--- src/rtl/spectrum_frame_ctrl.sv ---
// Spectrum frame controller.
// Captures one complete spectrum frame (sop..eop, N_POINTS valid beats) from the
// modulus stage into the write bank of a ping-pong buffer. Malformed frames are
// rejected. The banks swap only while the renderer is not drawing. The renderer
// reads bar lengths from the committed bank, with a one-cycle read latency.
//
//   state     | meaning
//   ----------+------------------------------------------------------------
//   S_IDLE    | waiting for a sop beat; beats without sop are ignored
//   S_CAPTURE | storing bins 1..N-1 into the write bank
//   S_COMMIT  | full frame stored; waiting for draw_busy low before the swap
module spectrum_frame_ctrl #(
  parameter int N_POINTS = 128,
  parameter int AW       = 7,
  parameter int DW       = 16
) (
  input  logic          sys_clk,
  input  logic          sys_rst,
  input  logic [DW-1:0] mod_data,
  input  logic          mod_sop,
  input  logic          mod_eop,
  input  logic          mod_valid,
  input  logic          draw_busy,
  input  logic          rd_en,
  input  logic [AW-1:0] rd_addr,
  output logic [DW-1:0] rd_data,
  output logic          rd_valid,
  output logic          frame_ready,
  output logic [15:0]   frame_cnt,
  output logic [7:0]    err_cnt,
  output logic          capturing
);

  typedef enum logic [1:0] {
    S_IDLE    = 2'd0,
    S_CAPTURE = 2'd1,
    S_COMMIT  = 2'd2
  } state_t;

  // The bin index is one bit wider than the address so that an overrun past
  // bin N-1 can be detected.
  localparam logic [AW:0] IDX_ONE  = (AW+1)'(1);
  localparam logic [AW:0] IDX_LAST = (AW+1)'(N_POINTS - 1);
  localparam logic [AW:0] IDX_END  = (AW+1)'(N_POINTS);

  state_t        state;
  logic [AW:0]   idx;
  logic [AW:0]   idx_nxt;
  logic          rd_bank;
  logic          wr_en;
  logic [AW-1:0] wr_addr;
  logic [7:0]    err_cnt_inc;

  logic [DW-1:0] bank0 [N_POINTS];
  logic [DW-1:0] bank1 [N_POINTS];

  assign idx_nxt     = idx + IDX_ONE;
  assign err_cnt_inc = (err_cnt == 8'hFF) ? err_cnt : err_cnt + 8'd1;

  // Decide whether the current beat lands in the write bank, and where it goes.
  always_comb begin
    wr_en   = 1'b0;
    wr_addr = idx[AW-1:0];
    if (mod_valid) begin
      unique case (state)
        S_IDLE: begin
          if (mod_sop && !mod_eop) begin
            wr_en   = 1'b1;
            wr_addr = '0;
          end
        end
        S_CAPTURE: begin
          if (mod_sop) begin
            wr_en   = !mod_eop;
            wr_addr = '0;
          end else if (mod_eop) begin
            wr_en = (idx == IDX_LAST);
          end else begin
            wr_en = 1'b1;
          end
        end
        default: wr_en = 1'b0;
      endcase
    end
  end

  // Write into the bank the renderer is not reading. Contents survive reset.
  always_ff @(posedge sys_clk) begin
    if (wr_en) begin
      if (rd_bank) bank0[wr_addr] <= mod_data;
      else         bank1[wr_addr] <= mod_data;
    end
  end

  // Read from the committed bank with one cycle of latency. rd_data holds when idle.
  always_ff @(posedge sys_clk or negedge sys_rst) begin
    if (!sys_rst) begin
      rd_data  <= '0;
      rd_valid <= 1'b0;
    end else begin
      rd_valid <= rd_en;
      if (rd_en) rd_data <= rd_bank ? bank1[rd_addr] : bank0[rd_addr];
    end
  end

  // Frame FSM: validate the frame, swap banks on commit, and maintain the counters.
  always_ff @(posedge sys_clk or negedge sys_rst) begin
    if (!sys_rst) begin
      state       <= S_IDLE;
      idx         <= '0;
      rd_bank     <= 1'b0;
      frame_ready <= 1'b0;
      frame_cnt   <= '0;
      err_cnt     <= '0;
      capturing   <= 1'b0;
    end else begin
      frame_ready <= 1'b0;
      unique case (state)
        S_IDLE: begin
          if (mod_valid && mod_sop) begin
            if (mod_eop) begin
              err_cnt <= err_cnt_inc;
            end else begin
              idx       <= IDX_ONE;
              state     <= S_CAPTURE;
              capturing <= 1'b1;
            end
          end
        end
        S_CAPTURE: begin
          if (mod_valid) begin
            if (mod_sop) begin
              // A new sop aborts the old frame. A sop that also carries eop is
              // malformed as well, so the FSM falls back to idle.
              err_cnt <= err_cnt_inc;
              if (mod_eop) begin
                state     <= S_IDLE;
                capturing <= 1'b0;
              end else begin
                idx <= IDX_ONE;
              end
            end else if (mod_eop) begin
              capturing <= 1'b0;
              if (idx == IDX_LAST) begin
                state <= S_COMMIT;
              end else begin
                err_cnt <= err_cnt_inc;
                state   <= S_IDLE;
              end
            end else if (idx_nxt == IDX_END) begin
              err_cnt   <= err_cnt_inc;
              state     <= S_IDLE;
              capturing <= 1'b0;
            end else begin
              idx <= idx_nxt;
            end
          end
        end
        S_COMMIT: begin
          if (mod_valid && mod_sop) err_cnt <= err_cnt_inc;
          if (!draw_busy) begin
            rd_bank     <= ~rd_bank;
            frame_ready <= 1'b1;
            frame_cnt   <= frame_cnt + 16'd1;
            state       <= S_IDLE;
          end
        end
        default: begin
          state     <= S_IDLE;
          capturing <= 1'b0;
        end
      endcase
    end
  end

endmodule

--- config.mk ---
export PLATFORM = sky130hd
export DESIGN_NAME = spectrum_frame_ctrl
export DESIGN_NICKNAME = d
export VERILOG_FILES = /design/src/rtl/spectrum_frame_ctrl.sv
export SDC_FILE = /design/constraint.sdc
export NUM_CORES = 2
export LEC_CHECK = 0
export ABC_CLOCK_PERIOD_IN_PS = 3560
export CORE_ASPECT_RATIO = 1.25
export CORE_UTILIZATION = 50
export CTS_CLUSTER_DIAMETER = 120
export DETAILED_ROUTE_END_ITERATION = 16
export DONT_BUFFER_PORTS = 1
export PLACE_DENSITY_LB_ADDON = 0.3
export SYNTH_ARGS = -nofsm -noshare
export SYNTH_HDL_FRONTEND = slang
export SYNTH_SLANG_ARGS = --single-unit
--- constraint.sdc ---
create_clock -name sys_clk -period 3.56 [get_ports sys_clk]
set_input_delay 0.178 -clock sys_clk [delete_from_list [all_inputs] [get_ports sys_clk]]
set_output_delay 0.178 -clock sys_clk [all_outputs]
set_load 0.005 [all_outputs]
* Word level (Yosys, flattened, before mapping)
Memories as Yosys holds them, arrays and structs flattened.
Cells that the tools add are included.
** Storage, ports and cells
- Bits in writable memories :: 4096
- ROM bits :: 0
- Register bits :: 54
- Word-level logic and storage cells :: 98
- Memories kept :: 2
- Output and inout port bits :: 43
- Latch bits :: 0
- Input port bits :: 30
** Cells by class
- Multiplexer cells :: 53
- Shift operators :: 0
- $lt $le $gt $ge :: 0
- Eq/ne operators :: 17
- Bitwise operators :: 3
- Divide/modulo/power cells :: 0
- Reduce and logical (&&, ||, !) cells :: 11
- Add/sub/neg operators :: 3
- Multiply operators :: 0
** Memories
- bank0 :: words 128, bits a word 16, read ports 1, clocked after Yosys merged registers in 0, write ports 1, RTL line 54 : logic [DW-1:0] bank0 [N_POINTS];
- bank1 :: words 128, bits a word 16, read ports 1, clocked after Yosys merged registers in 0, write ports 1, RTL line 55 : logic [DW-1:0] bank1 [N_POINTS];
** Operator list (number)
- 8-bit 2-to-1 mux :: 15
- 8-bit case mux with 3 select lines :: 1
- 7-bit 2-to-1 mux :: 3
- 1-bit 2-to-1 mux :: 19
- 2-bit 2-to-1 mux :: 9
- 16-bit by 1-bit adder with 16-bit output, second input constant :: 1
- 8-bit by 1-bit adder with 8-bit output, second input constant :: 2
- 8-bit equality test, second input constant :: 2
- 16-bit 2-to-1 mux :: 1
- 8-bit case mux with 2 select lines :: 1
- 7-bit case mux with 2 select lines :: 1
- 2-bit != test, second input constant :: 6
- 3-bit != test, second input constant :: 4
- 6-bit AND reduction :: 2
- 8-bit by 7-bit equality test with 1-bit output, second input constant :: 1
- 4-bit != test, second input constant :: 2
- 7-bit AND reduction :: 1
- 2-bit case mux with 3 select lines :: 1
- 5-bit AND reduction :: 1
- 1-bit inverter :: 3
- 1-bit case mux with 3 select lines :: 1
- 3-bit nonzero test :: 1
- 2-bit by 1-bit equality test with 1-bit output, second input constant :: 1
- 2-bit equality test, second input constant :: 1
- 6 further kinds :: 7

* Depth between registers and ports, before layout
- Depth after elaboration :: 7
- Depth in mapped cells :: 14
- Gate-level depth less buffers :: 8

* Worst setup path after synthesis
OpenSTA, ideal clock, no wires.
- Path type :: reg-to-reg
- From :: reg state[1]
- To :: mem bank1[84][0], enable pin
- Required time :: 3171 ps
- Cell stages (with the launch flop) :: 11
- Data arrival time :: 2890 ps
- Setup slack :: 282 ps
- Period minus slack after synthesis :: 3278 ps
- Cell sequence :: dfrtp_1 > or3b_1 > clkbuf_1 > nor3b_1 > nand2_1 > a21oi_1 > nor2b_1 > buf_2 > nand4_1 > clkbuf_1 > nor2_1
** On the way
- Word-level cells in the longest chain between the ends :: 5
- Elaborated cells on any way between the ends :: 8
** RTL lines
- from (decl) :: RTL line 46 : state_t state;
- from (signal assigned) :: RTL line 109 : state <= S_IDLE;
- from (signal assigned) :: RTL line 125 : state <= S_CAPTURE;
- from (signal assigned) :: RTL line 137 : state <= S_IDLE;
- 2-bit by 1-bit equality test with 1-bit output / 2-bit logical NOT (equally long branches) :: RTL line 65 : unique case (state)
- 1-bit case mux with 2 select lines :: RTL line 65
- 1-bit 2-to-1 mux :: RTL line 64 : if (mod_valid) begin
- 1-bit 2-to-1 mux :: RTL line 89 : if (wr_en) begin
- 1-bit 2-to-1 mux (not written as such) :: RTL line 91 : else bank1[wr_addr] <= mod_data;
- to (decl) :: RTL line 55
Several ways; a longest one is shown, not always the timed one.

* Worst setup path in the final report
- From :: in rd_addr[1]
- To :: reg rd_data[12]
** On the way
- Word-level cells in the longest chain between the ends :: 2
- Elaborated cells on any way between the ends :: 3
** RTL lines
- from (decl) :: RTL line 25 : input logic [AW-1:0] rd_addr,
- memory 128 x 16 bit, on equally long branches
- 16-bit 2-to-1 mux * :: RTL line 102 : if (rd_en) rd_data <= rd_bank ? bank1[rd_addr] : bank0[rd_addr];
- to (signal assigned) :: RTL line 102
- to (decl) :: RTL line 26 : output logic [DW-1:0] rd_data,
Every way passes the cells marked *; elsewhere a longest branch is shown, timed or not.
A chain may end at the register's enable or synchronous reset.

==> out/qor_table.md <==
| Stage | Metric | Reported |
|:---|:---|:---|
| yosys | Mapped Nets | 7,613 |
| clock tree | Number of clock buffers inserted by TritonCTS | 390 |
| setup path | Slowest stage cell on the critical path | o32ai_1 |
| detailed routing | Vias per inst | 6.54 |
| finish | Synthesis-to-finish area growth | 14.5% |
| pwr | PD cells | 546 nW/um2 |
| detailed routing | Final wirelength | 471 mm |
| run | Max cap viols | 0 |
| setup path | Cell type with the highest occurrence count on the critical path | buf_16 |
| floorplanning | Starting utilization of the core area | 50.3% |
| clock tree | Insertion delay of the later-clocked pin in the worst-skew pair | 970 ps |
| yosys | Number of enable-type register cells in the synthesized netlist | 4,096 |
| detailed routing | Avg WL per Cell | 36.5 um |
| grt | Vias in the first global route | 82,924 |
| placement | Total of buffers placed on input and output ports | 0 |
| finish | Number of fillers in the final layout | 22,843 |
| setup path | Maximum cell stage delay along the critical path | 810 ps |
| detailed routing | Antenna viol nets, final | 0 |
| setup path | Worst setup path start | rd_addr[1] |
| sta | Worst-case clock skew | 98.0 ps |
| finish | Design area | 184,000 um2 |
| finish | Most frequent cells in the layout | edfxtp_1 (4,096), mux4_2 (808), buf_4 (677) |
| grt | GRT Util Overall | 28.9% |
| floorplanning | I/O pin total | 73 |
| setup path | Worst-path cell chain | buf_16 -> buf_16 -> or2_2 -> buf_12 -> o22ai_1 -> o32ai_1 -> buf_4 -> a2111oi_0 -> and3_1 -> a32oi_1 -> o31ai_1 |
| detailed routing | Vias after detailed routing | 84,404 |
| floorplanning | Core area | 320,000 um2 |
| sta | RSZ-0062 raised after global routing | false |
| pwr | Leakage | 59.3 nW |
| setup path | Critical Path RT | 4380 ps |
| clock tree | Number of buffers added for setup after CTS | 0 |
| placement | Routability Congestion | 0.921 |
| setup path | Data arrival time of the critical path | 4370 ps |
| sta | Final worst path period share | 99.6% |
| detailed routing | Post-route DRC violation count | 0 |
| detailed routing | Iter 0 DRT Violations | 12,546 |
| sta | Number of pins with negative max-slew slack in the final report | 541 |
| finish | Nets | 8,392 |
| grt | Grt ovf | 0 |
| yosys | Post-synthesis sequential area ratio | 77.4% |
| grt | Largest net degree at the start of global routing | 897 |
| finish | Total area of multi-input combinational cells | 33,700 um2 |
| sta | Post-Route Hold Slack | 50.8 ps |
| placement | Post-placement cell area | 170,000 um2 |
| sta | Worst-Margin Slew | 1730 ps |
| finish | Share of cells above drive strength 1 | 27.2% |
| clock tree | Clock slew seen by the registers of the worst setup and hold paths | 60 ps |
| sta | Worst slew slack as a fraction of its limit | -15.1% |
| clock tree | CTS HTree Levels | 5 |
| yosys | Mean area per synthesized cell | 21.2 um2 |
| placement | Placed wire-length estimate after detailed placement | 267 mm |
| setup path | Critical path capture point type | register |
| yosys | Cells after synthesis | 7,579 |
| worst hold path | Hold path start | mod_sop |
| floorplanning | Die width | 509 um |
| yosys | Synthesized area | 161,000 um2 |
| clock tree | Num Clock Sinks | 4,150 |
| setup path | Reg-to-reg critical path startpoint | idx[0] |
| status | Status | finished with violations |
| floorplanning | Floorplan row count | 232 |
| sta | Minimum clock period after layout | 3550 ps |
| pwr | IR Drop Worst-Case VDD | 0.439 mV |
| floorplanning | Die Span Y | 636 um |
| finish | Most common cell after layout, fill and taps aside | edfxtp_1 |
| yosys | Flop and latch count out of synthesis | 4,150 |
| floorplanning | Die Footprint | 324,000 um2 |
| sta | Count of final hold-check violations | 0 |
| detailed routing | Total iterations of the first detailed-routing run | 9 |
| sta | Max Clk Rate | 282 MHz |
| worst hold path | Class of the tightest hold or removal check | in -> reg |
| finish | Register Area | 124,000 um2 |
| clock tree | Clock tree from TritonCTS | done |
| status | Violations in the final reports | max-slew violations |
| grt | Initial antenna violation count | 28 |
| setup path | Category of the critical setup timing path | in -> reg |
| clock tree | Maximum clock path buffer count | 4 |
| clock tree | Clock tree root buffer cell | clkbuf_16 |
| setup path | Maximum fanout along the worst path | 193 |
| yosys | Library cells used by synthesis | 82 |
| sta | Final count of negative-setup-slack endpoints | 0 |
| setup path | Startpoint types | primary input |
| yosys | Yosys Warn Count | 0 |
| yosys | Post-synthesis async set-or-reset flop share | 1.30% |
| yosys | Most used flip-flop cell after synthesis | edfxtp_1 |
| grt | First-pass GRT wire length | 649 mm |
[Yosys cell counts (16+ instances only)]
cell,count,area [um2]
o21ai_0,90,450
o221ai_1,89,780
dfrtp_1,54,1350
a22oi_1,88,661
buf_2,116,581
nand2_1,176,661
mux2i_1,508,5080
a221oi_1,21,184
mux2_2,23,259
a21oi_1,91,455
nor4_1,25,156
edfxtp_1,4096,123000
and2_1,19,119
buf_8,16,240
buf_4,52,390
nand4_1,37,231
a2111oi_0,31,272
nand3_1,64,320
nor3_1,52,260
nor2_1,382,1430
xnor2_1,18,158
clkbuf_1,141,529
mux4_1,18,473
mux4_2,808,18200
a211oi_1,60,450
buf_6,92,1040
o22ai_1,175,1090
a31oi_1,22,138
[power breakdown]
part           internal [mW]  switching (mW)  total, mW
registers               53.8           0.227       54.0
logic                   1.90            3.39       5.29
clock network           23.1            18.1       41.2
total                   78.8            21.7        100
[through the flow]
step / total power [mW] / TNS [ps] / std cells / setup slack, ps / util (%)
floorplan: 57.5 / 0 / 7579 / 282 / -
global placement: 58.9 / -19670 / 12107 / -1630 / 53.2
detailed placement: 59.0 / -20660 / 12107 / -1720 / 53.2
CTS: 100 / 0 / 12863 / 29.5 / 57.4
global route: 103 / 0 / 12889 / 11.4 / 57.6
finish: 100 / 0 / 12901 / 12.6 / 57.6
[kinds of logic (layout without fill, tap and decap cells)]
family	count (synthesis)	in the layout	synth area share [%]
flops	4150	4150	77.4
fa+ha+maj	4	4	0.0311
buf+inv	461	1551	1.97
mux	1357	1357	14.9
compound gates	747	747	3.23
simple gates	837	837	2.34
other cells	0	20	0
xor+xnor	23	23	0.125
[registers in the layout, indices dropped and copies added, names as in the netlist, 2 cells and up]
| register | count |
|---|---|
| state | 2 |
| bank1 | 2048 |
| idx | 8 |
| frame_cnt | 16 |
| bank0 | 2048 |
| err_cnt | 8 |
| rd_data | 16 |
[layer usage]
layer / share of wire [%] / track usage [%] / vias to the layer above / wire length [um]
li1: - / - / 33387 / -
met1: 34 / 36.9 / 44328 / 161000
met2: 47 / 45.5 / 5554 / 222000
met3: 11 / 5.45 / 1129 / 49900
met4: 7.9 / 19.1 / 6 / 37300
met5: 0.0076 / 0 / - / 36
[what timing repair did]
item	4_1_cts	5_1_grt
hold buffers	50	0
resized for setup	1	6
cloned	3	4
hold endpoints to repair	4200	0
setup endpoints to repair	15	706
[final cells by class]
cell class                      count  share of cell area (%)
Tap cell                         4212                    2.86
Inverter                           16                  0.0381
Timing Repair Buffer              832                    4.46
Clock buffer                      466                    5.51
Antenna cell                       20                  0.0272
Clock inverter                    237                    1.24
Multi-Input combinational cell   2968                    18.3
Sequential cell                  4150                    67.6
[worst max-delay path, delay by kind of cell]
family	cells	cell delay (ps)
AND/OR/NAND/NOR	2	650
AO/OA/AOI/OAI	5	1370
buffers and inverters	4	1750
[worst paths after layout]
check	end	slack, ps	depth (start not counted)
min in group asynchronous	rd_data[2]	610	4
setup / recovery	rd_data[12]	10	11
hold reg to reg	frame_cnt[15]	510	1
max in group asynchronous	frame_cnt[0]	2520	4
setup reg to reg	bank1[119][4]	260	10
hold / removal	bank1[95][9]	50	4
Note: power is estimated with default switching activity, not from simulation.
